[src/rtl/pipelined_barrel_shifter_if.sv]
// rtl/pipelined_barrel_shifter_if.sv - operand/result handshake bundle for pipelined_barrel_shifter
interface pipelined_barrel_shifter_if #(
    parameter int WIDTH = 32,
    parameter int TAG_W = 4
);
    localparam int LW = $clog2(WIDTH);

    logic             in_valid;
    logic             in_ready;
    logic [WIDTH-1:0] in_data;
    logic [LW-1:0]    in_amt;
    logic [2:0]       in_op;
    logic [TAG_W-1:0] in_tag;
    logic             out_valid;
    logic             out_ready;
    logic [WIDTH-1:0] out_data;
    logic [TAG_W-1:0] out_tag;
    logic             out_sticky;

    modport master (
        output in_valid, in_data, in_amt, in_op, in_tag, out_ready,
        input  in_ready, out_valid, out_data, out_tag, out_sticky
    );

    modport slave (
        input  in_valid, in_data, in_amt, in_op, in_tag, out_ready,
        output in_ready, out_valid, out_data, out_tag, out_sticky
    );
endinterface

[src/rtl/pipelined_barrel_shifter.sv]
// rtl/pipelined_barrel_shifter.sv - pipelined SLL/SRL/SRA/ROL/ROR shifter with tag and valid/ready
// Optional sticky (OR of discarded bits) built when PIPELINED_BARREL_SHIFTER_STICKY_EN is defined.
module pipelined_barrel_shifter #(
    parameter int WIDTH  = 32,
    parameter int STAGES = 2,
    parameter int TAG_W  = 4
) (
    input  logic                      clk,
    input  logic                      rst_n,
    pipelined_barrel_shifter_if.slave bus
);
    localparam int LW = $clog2(WIDTH);

    localparam logic [2:0] OP_SLL = 3'd0;
    localparam logic [2:0] OP_SRL = 3'd1;
    localparam logic [2:0] OP_SRA = 3'd2;
    localparam logic [2:0] OP_ROL = 3'd3;
    localparam logic [2:0] OP_ROR = 3'd4;

    // First mux level handled by stage s; earlier stages absorb the remainder.
    function automatic int lvl_lo(input int s);
        return s * (LW / STAGES) + ((s < (LW % STAGES)) ? s : (LW % STAGES));
    endfunction

    function automatic logic [WIDTH-1:0] shift_lvl(input logic [WIDTH-1:0] d,
                                                    input logic [2:0] o, input int l);
        int sh;
        sh = 1 << l;
        case (o)
            OP_SLL:  return d << sh;
            OP_SRL:  return d >> sh;
            OP_SRA:  return WIDTH'($signed(d) >>> sh);
            OP_ROL:  return (d << sh) | (d >> (WIDTH - sh));
            OP_ROR:  return (d >> sh) | (d << (WIDTH - sh));
            default: return d;
        endcase
    endfunction

`ifdef PIPELINED_BARREL_SHIFTER_STICKY_EN
    function automatic logic lost_lvl(input logic [WIDTH-1:0] d,
                                      input logic [2:0] o, input int l);
        int sh;
        sh = 1 << l;
        case (o)
            OP_SLL:         return |(d >> (WIDTH - sh));
            OP_SRL, OP_SRA: return |(d << (WIDTH - sh));
            default:        return 1'b0;
        endcase
    endfunction
`endif

    logic [STAGES-1:0] r_valid;
    logic [WIDTH-1:0]  r_data [STAGES];
    logic [LW-1:0]     r_amt  [STAGES];
    logic [2:0]        r_op   [STAGES];
    logic [TAG_W-1:0]  r_tag  [STAGES];

    logic [STAGES-1:0] w_rdy;
    logic [STAGES-1:0] w_vin;
    logic [WIDTH-1:0]  w_din  [STAGES];
    logic [LW-1:0]     w_ain  [STAGES];
    logic [2:0]        w_oin  [STAGES];
    logic [TAG_W-1:0]  w_tin  [STAGES];
    logic [WIDTH-1:0]  w_nd   [STAGES];
    logic              w_pass;

`ifdef PIPELINED_BARREL_SHIFTER_STICKY_EN
    logic [STAGES-1:0] r_sticky;
    logic [STAGES-1:0] w_sin;
    logic [STAGES-1:0] w_ns;
`endif

    // A stage may load when it is empty or some later stage (or the sink) frees a slot.
    always_comb begin
        for (int s = 0; s < STAGES; s++) begin
            w_rdy[s] = bus.out_ready;
            for (int j = s; j < STAGES; j++) begin
                if (!r_valid[j]) w_rdy[s] = 1'b1;
            end
        end
    end

    assign w_pass = (bus.in_op > OP_ROR);

    always_comb begin
        w_vin[0] = bus.in_valid;
        w_din[0] = bus.in_data;
        w_ain[0] = w_pass ? '0 : bus.in_amt;
        w_oin[0] = w_pass ? OP_SLL : bus.in_op;
        w_tin[0] = bus.in_tag;
`ifdef PIPELINED_BARREL_SHIFTER_STICKY_EN
        w_sin[0] = 1'b0;
`endif
        for (int s = 1; s < STAGES; s++) begin
            w_vin[s] = r_valid[s-1];
            w_din[s] = r_data[s-1];
            w_ain[s] = r_amt[s-1];
            w_oin[s] = r_op[s-1];
            w_tin[s] = r_tag[s-1];
`ifdef PIPELINED_BARREL_SHIFTER_STICKY_EN
            w_sin[s] = r_sticky[s-1];
`endif
        end
        for (int s = 0; s < STAGES; s++) begin
            w_nd[s] = w_din[s];
`ifdef PIPELINED_BARREL_SHIFTER_STICKY_EN
            w_ns[s] = w_sin[s];
`endif
            for (int l = 0; l < LW; l++) begin
                if (l >= lvl_lo(s) && l < lvl_lo(s + 1) && w_ain[s][l]) begin
`ifdef PIPELINED_BARREL_SHIFTER_STICKY_EN
                    w_ns[s] = w_ns[s] | lost_lvl(w_nd[s], w_oin[s], l);
`endif
                    w_nd[s] = shift_lvl(w_nd[s], w_oin[s], l);
                end
            end
        end
    end

    always_ff @(posedge clk or negedge rst_n) begin
        if (!rst_n) begin
            r_valid <= '0;
            for (int s = 0; s < STAGES; s++) begin
                r_data[s] <= '0;
                r_amt[s]  <= '0;
                r_op[s]   <= '0;
                r_tag[s]  <= '0;
            end
`ifdef PIPELINED_BARREL_SHIFTER_STICKY_EN
            r_sticky <= '0;
`endif
        end else begin
            for (int s = 0; s < STAGES; s++) begin
                if (w_rdy[s]) begin
                    r_valid[s] <= w_vin[s];
                    if (w_vin[s]) begin
                        r_data[s] <= w_nd[s];
                        r_amt[s]  <= w_ain[s];
                        r_op[s]   <= w_oin[s];
                        r_tag[s]  <= w_tin[s];
`ifdef PIPELINED_BARREL_SHIFTER_STICKY_EN
                        r_sticky[s] <= w_ns[s];
`endif
                    end
                end
            end
        end
    end

    assign bus.in_ready  = w_rdy[0];
    assign bus.out_valid = r_valid[STAGES-1];
    assign bus.out_data  = r_data[STAGES-1];
    assign bus.out_tag   = r_tag[STAGES-1];
`ifdef PIPELINED_BARREL_SHIFTER_STICKY_EN
    assign bus.out_sticky = r_sticky[STAGES-1];
`else
    assign bus.out_sticky = 1'b0;
`endif
endmodule
[src/flat_wrapper.sv]
// flat-port wrapper written by rule: the top's interface ports become plain ports
module pipelined_barrel_shifter_flat 
#(
    parameter int WIDTH  = 32,
    parameter int STAGES = 2,
    parameter int TAG_W  = 4
)
  (clk, rst_n, bus_in_valid, bus_in_data, bus_in_amt, bus_in_op, bus_in_tag, bus_out_ready, bus_in_ready, bus_out_valid, bus_out_data, bus_out_tag, bus_out_sticky);
  pipelined_barrel_shifter_if #(.WIDTH(WIDTH), .TAG_W(TAG_W)) bus_i ();
  input  logic clk;
  input  logic rst_n;
  input wire logic [$bits(bus_i.in_valid)-1:0] bus_in_valid;
  input wire logic [$bits(bus_i.in_data)-1:0] bus_in_data;
  input wire logic [$bits(bus_i.in_amt)-1:0] bus_in_amt;
  input wire logic [$bits(bus_i.in_op)-1:0] bus_in_op;
  input wire logic [$bits(bus_i.in_tag)-1:0] bus_in_tag;
  input wire logic [$bits(bus_i.out_ready)-1:0] bus_out_ready;
  output wire logic [$bits(bus_i.in_ready)-1:0] bus_in_ready;
  output wire logic [$bits(bus_i.out_valid)-1:0] bus_out_valid;
  output wire logic [$bits(bus_i.out_data)-1:0] bus_out_data;
  output wire logic [$bits(bus_i.out_tag)-1:0] bus_out_tag;
  output wire logic [$bits(bus_i.out_sticky)-1:0] bus_out_sticky;
  assign bus_i.in_valid = bus_in_valid;
  assign bus_i.in_data = bus_in_data;
  assign bus_i.in_amt = bus_in_amt;
  assign bus_i.in_op = bus_in_op;
  assign bus_i.in_tag = bus_in_tag;
  assign bus_i.out_ready = bus_out_ready;
  assign bus_in_ready = bus_i.in_ready;
  assign bus_out_valid = bus_i.out_valid;
  assign bus_out_data = bus_i.out_data;
  assign bus_out_tag = bus_i.out_tag;
  assign bus_out_sticky = bus_i.out_sticky;
  pipelined_barrel_shifter #(.WIDTH(WIDTH), .STAGES(STAGES), .TAG_W(TAG_W)) u_core (.clk(clk), .rst_n(rst_n), .bus(bus_i));
endmodule
[config.mk]
export PLATFORM = sky130hd
export DESIGN_NAME = pipelined_barrel_shifter_flat
export DESIGN_NICKNAME = d
export VERILOG_FILES = /design/src/rtl/pipelined_barrel_shifter_if.sv /design/src/rtl/pipelined_barrel_shifter.sv /design/src/flat_wrapper.sv
export SDC_FILE = /design/constraint.sdc
export NUM_CORES = 1
export LEC_CHECK = 0
export ABC_AREA = 1
export CAP_MARGIN = 10
export CORE_ASPECT_RATIO = 2
export CORE_UTILIZATION = 57
export CTS_BUF_LIST = sky130_fd_sc_hd__clkbuf_16
export DETAILED_ROUTE_END_ITERATION = 16
export PLACE_DENSITY = 0.82
export SYNTH_ARGS = -nofsm -noshare
export SYNTH_HDL_FRONTEND = slang
export SYNTH_SLANG_ARGS = --single-unit
[constraint.sdc]
create_clock -name clk -period 2.2 [get_ports clk]
set_input_delay 0.44 -clock clk [delete_from_list [all_inputs] [get_ports clk]]
set_output_delay 0.44 -clock clk [all_outputs]
set_load 0.02 [all_outputs]
==> flow_summary.json <==
{
  "status": "complete, no violations",
  "synth-compound-area-share_pct": 13.6,
  "nFillCells": 980,
  "vias": 8012,
  "coreArea_sq_um": 11600,
  "grt_max_degree": 70,
  "row_count": 56,
  "area.growth.synth_to_final_pct": 28.1,
  "maxCapViolCount": 0,
  "antenna_found_initial": 0,
  "wl_met1_mm": 7.82,
  "fmaxAchievable_ghz": 0.460,
  "crit_arrival_ps": 2410,
  "dr_wl_met2_mm": 12.4,
  "htreeDepth": 3,
  "relSlewSlack_pct": 63.7,
  "synth.distinct_cells": 31,
  "cts_inserted_buffers": 9,
  "antenna_cells": 0,
  "wl_met3_mm": 1.29,
  "min_period_ps": 2170,
  "port_buffers": 85,
  "first_global_vias": 7365,
  "cts_buffer_depth": 2,
  "vdd_drop_max_mv": 0.763,
  "synthXorXnorAreaFrac_pct": 0,
  "cts_tree": "done",
  "root_buffer": "clkbuf_16",
  "seq_power_share_pct": 29.8,
  "drive_gt1_share_pct": 14.5,
  "drt_iter0_markers": 672,
  "final_nets": 1215,
  "start_util_pct": 58.3,
  "ant_nets": 0,
  "end_kind": "flip-flop",
  "syn_avg_cell_area_sq_um": 6.21,
  "synth_fa_ha_area_share_pct": 0,
  "critPathLaunchType": "input pin",
  "synth_nets": 1140,
  "yosys.area_share.simple_pct": 45.3,
  "comb_power_share_pct": 48.6,
  "switching_share_pct": 40.7,
  "die_h_um": 156,
  "viasPerCell": 6.08,
  "worst-slew-pin-transition_ps": 542,
  "muxShareOfSynthArea_pct": 0,
  "synthCells": 1092,
  "die_w_um": 79.1,
  "drc": 0,
  "p_per_area_nw_per_um2": 832,
  "finalSetupTns_ps": 0,
  "grt_pass1_wl_mm": 36.0,
  "grt.total_usage_pct": 37.4,
  "clkPwrFrac_pct": 21.7,
  "hp-class": "input pin to async pin",
  "wirelength_mm": 23.7,
  "p_leak_nw": 4.28,
  "crit_type": "input pin to flip-flop",
  "dp_hpwl_mm": 16.9,
  "clkTransAtPathRegs_ps": 60,
  "slew_violations": 0,
  "synth_top_family_by_area": "simple AND/OR/NAND/NOR gates",
  "syn_area_sq_um": 6780,
  "wl_per_cell_um": 18.0,
  "internal-power_mw": 4.29,
  "grt_overflow": 0,
  "die_area_sq_um": 12400,
  "clock_skew_ps": 4.01,
  "hold_viol_final": 0,
  "synth.ff_latch_count": 79,
  "path_max_fanout": 10,
  "setup_violations": 0,
  "seq_area_frac_synth_pct": 29.2,
  "power_switching_mw": 2.94,
  "final_util_pct": 74.7,
  "yosysWarnings": 0,
  "insertion_delay_ps": 340,
  "hold_buffers": 0,
  "first_pass_iters": 6,
  "fin_crit_sh_pct": 98.7,
  "place_area_sq_um": 7900,
  "ios": 87,
  "gp_congestion": 1.06,
  "final_design_area_no_fill_sq_um": 8690,
  "clock-sinks": 79,
  "top_layer": "met4",
  "crit_required_ps": 2440
}
-- worst max-delay path, cell delays in order --
cell and delay, ps:
clkdlybuf4s15_1 370, o21ai_4 250, nand2_2 110, clkinv_4 110, buf_4 170, buf_6 150
nand3_1 120, nand3_1 150, nand3_1 150, nand3_1 160, nand3_1 90, nand2_1 80
nand2_1 40
-- state kept, by name, summed over array words and instances, names as in the netlist --
name,cells
u_core.r_amt,2
u_core.bus.out_tag,4
u_core.r_op,3
u_core.r_tag,4
u_core.r_data,32
u_core.bus.out_data,32
u_core.r_valid,2
-- layout by cell type, fill, tap and decap left out, types with 2 or more instances in the layout --
| cell type | netlist | layout |
|---|---|---|
| nand2_1 | 364 | 360 |
| nand3_1 | 266 | 224 |
| clkdlybuf4s50_1 | 0 | 81 |
| dfrtp_1 | 79 | 79 |
| buf_4 | 43 | 61 |
| o21ai_0 | 56 | 56 |
| nand3_2 | 3 | 44 |
| inv_1 | 43 | 42 |
| a21oi_1 | 40 | 39 |
| nor2_1 | 28 | 28 |
| or2_1 | 27 | 26 |
| o22ai_1 | 16 | 16 |
| clkbuf_16 | 0 | 13 |
| buf_12 | 0 | 13 |
| o21ai_1 | 10 | 10 |
| inv_2 | 10 | 9 |
| o211ai_1 | 8 | 8 |
| a22o_1 | 8 | 8 |
| o221ai_1 | 8 | 8 |
| o21bai_1 | 8 | 8 |
| nand2_2 | 3 | 5 |
| buf_6 | 3 | 4 |
| o21ai_4 | 1 | 2 |
| nand2_4 | 1 | 2 |
| nand2_8 | 0 | 2 |
| or2_4 | 0 | 2 |
| nand4_1 | 2 | 2 |
| clkinv_1 | 0 | 2 |
| clkinvlp_4 | 0 | 2 |
| bufinv_16 | 0 | 2 |
| dlymetal6s2s_1 | 0 | 2 |
-- repair_timing --
action / 4_1_cts / 5_1_grt
endpoints found under the setup margin: 6 / 32
gates cloned: 0 / 7
pin swaps: 0 / 9
buffers inserted: 0 / 3
resized for setup: 3 / 67
-- power groups by stage --
stage / registers [mW] / logic (mW) / clock network [mW]
CTS: 2.15 / 3.31 / 1.56
detailed placement: 2.17 / 3.26 / 0
floorplan: 2.08 / 2.37 / 0
finish: 2.15 / 3.51 / 1.56
global route: 2.19 / 3.81 / 1.63
global placement: 2.14 / 3.23 / 0
-- final timing paths --
check,to,slack [ps],cells after the start,startpoint
min in group clk,u_core.r_data[44],480,2,u_core.r_data[44]
min reg2reg,u_core.r_data[44],480,2,u_core.r_data[44]
max reg2reg,u_core.bus.out_data[3],90,11,u_core.r_op[4]
min,u_core.bus.out_tag[2],70,1,rst_n
max in group asynchronous,u_core.r_data[41],1530,2,rst_n
max,u_core.r_data[37],30,13,bus_in_op[1]
-- logic make-up (layout without fill, tap and decap cells) --
family / count (synthesis) / count (layout)
compound gates: 157 / 157
buf+inv: 157 / 236
flops: 79 / 79
simple gates: 698 / 699
other cells: 1 / 1
-- cell usage after synthesis --
master	number	area share, %
a21oi_1	40	3.0
a22o_1	8	1.0
buf_1	6	0.33
buf_2	25	1.8
buf_4	43	4.8
buf_6	3	0.50
clkbuf_1	26	1.4
clkbuf_2	1	0.074
conb_1	1	0.055
dfrtp_1	79	29
inv_1	43	2.4
inv_2	10	0.55
nand2_1	364	20
nand2_2	3	0.28
nand2_4	1	0.17
nand3_1	266	20
nand3_2	3	0.44
nand4_1	2	0.18
nor2_1	28	1.6
nor2_2	2	0.18
nor3_1	1	0.074
o211ai_1	8	0.89
o21ai_0	56	4.1
o21ai_1	10	0.74
o21ai_2	2	0.26
o21ai_4	1	0.24
o21bai_1	8	0.89
o221ai_1	8	1.0
o22ai_1	16	1.5
or2_1	27	2.5
or2_2	1	0.092
-- per-stage QoR --
stage / setup slack, ps / power (mW) / hold WS, ps / instances
final: 28.0 / 7.23 / 66.7 / 1317
after global routing: -77.1 / 7.64 / 105 / 1317
after CTS: 0.588 / 7.02 / 93.9 / 1307
after detailed placement: -438 / 5.43 / 452 / 1291
after global placement: -397 / 5.37 / 441 / 1291
after floorplan: 318 / 4.45 / 144 / 1092
-- layer usage --
metal | up-vias | track usage [%]
li1 | 3773 | -
met1 | 3617 | 38.4
met2 | 463 | 65.2
met3 | 159 | 6.06
met4 | 0 | 30.3
met5 | - | 0
-- area by class of cell --
cell class	count	area, sq um	area share, %
inverters	53	206	2.38
well taps	145	181	2.09
clock inverters	7	87.6	1.01
clock buffers	9	225	2.59
multi-input cells	857	4280	49.3
repair buffers	167	1720	19.9
flip-flops and latches	79	1980	22.8
(Power assumes the default switching activity.)
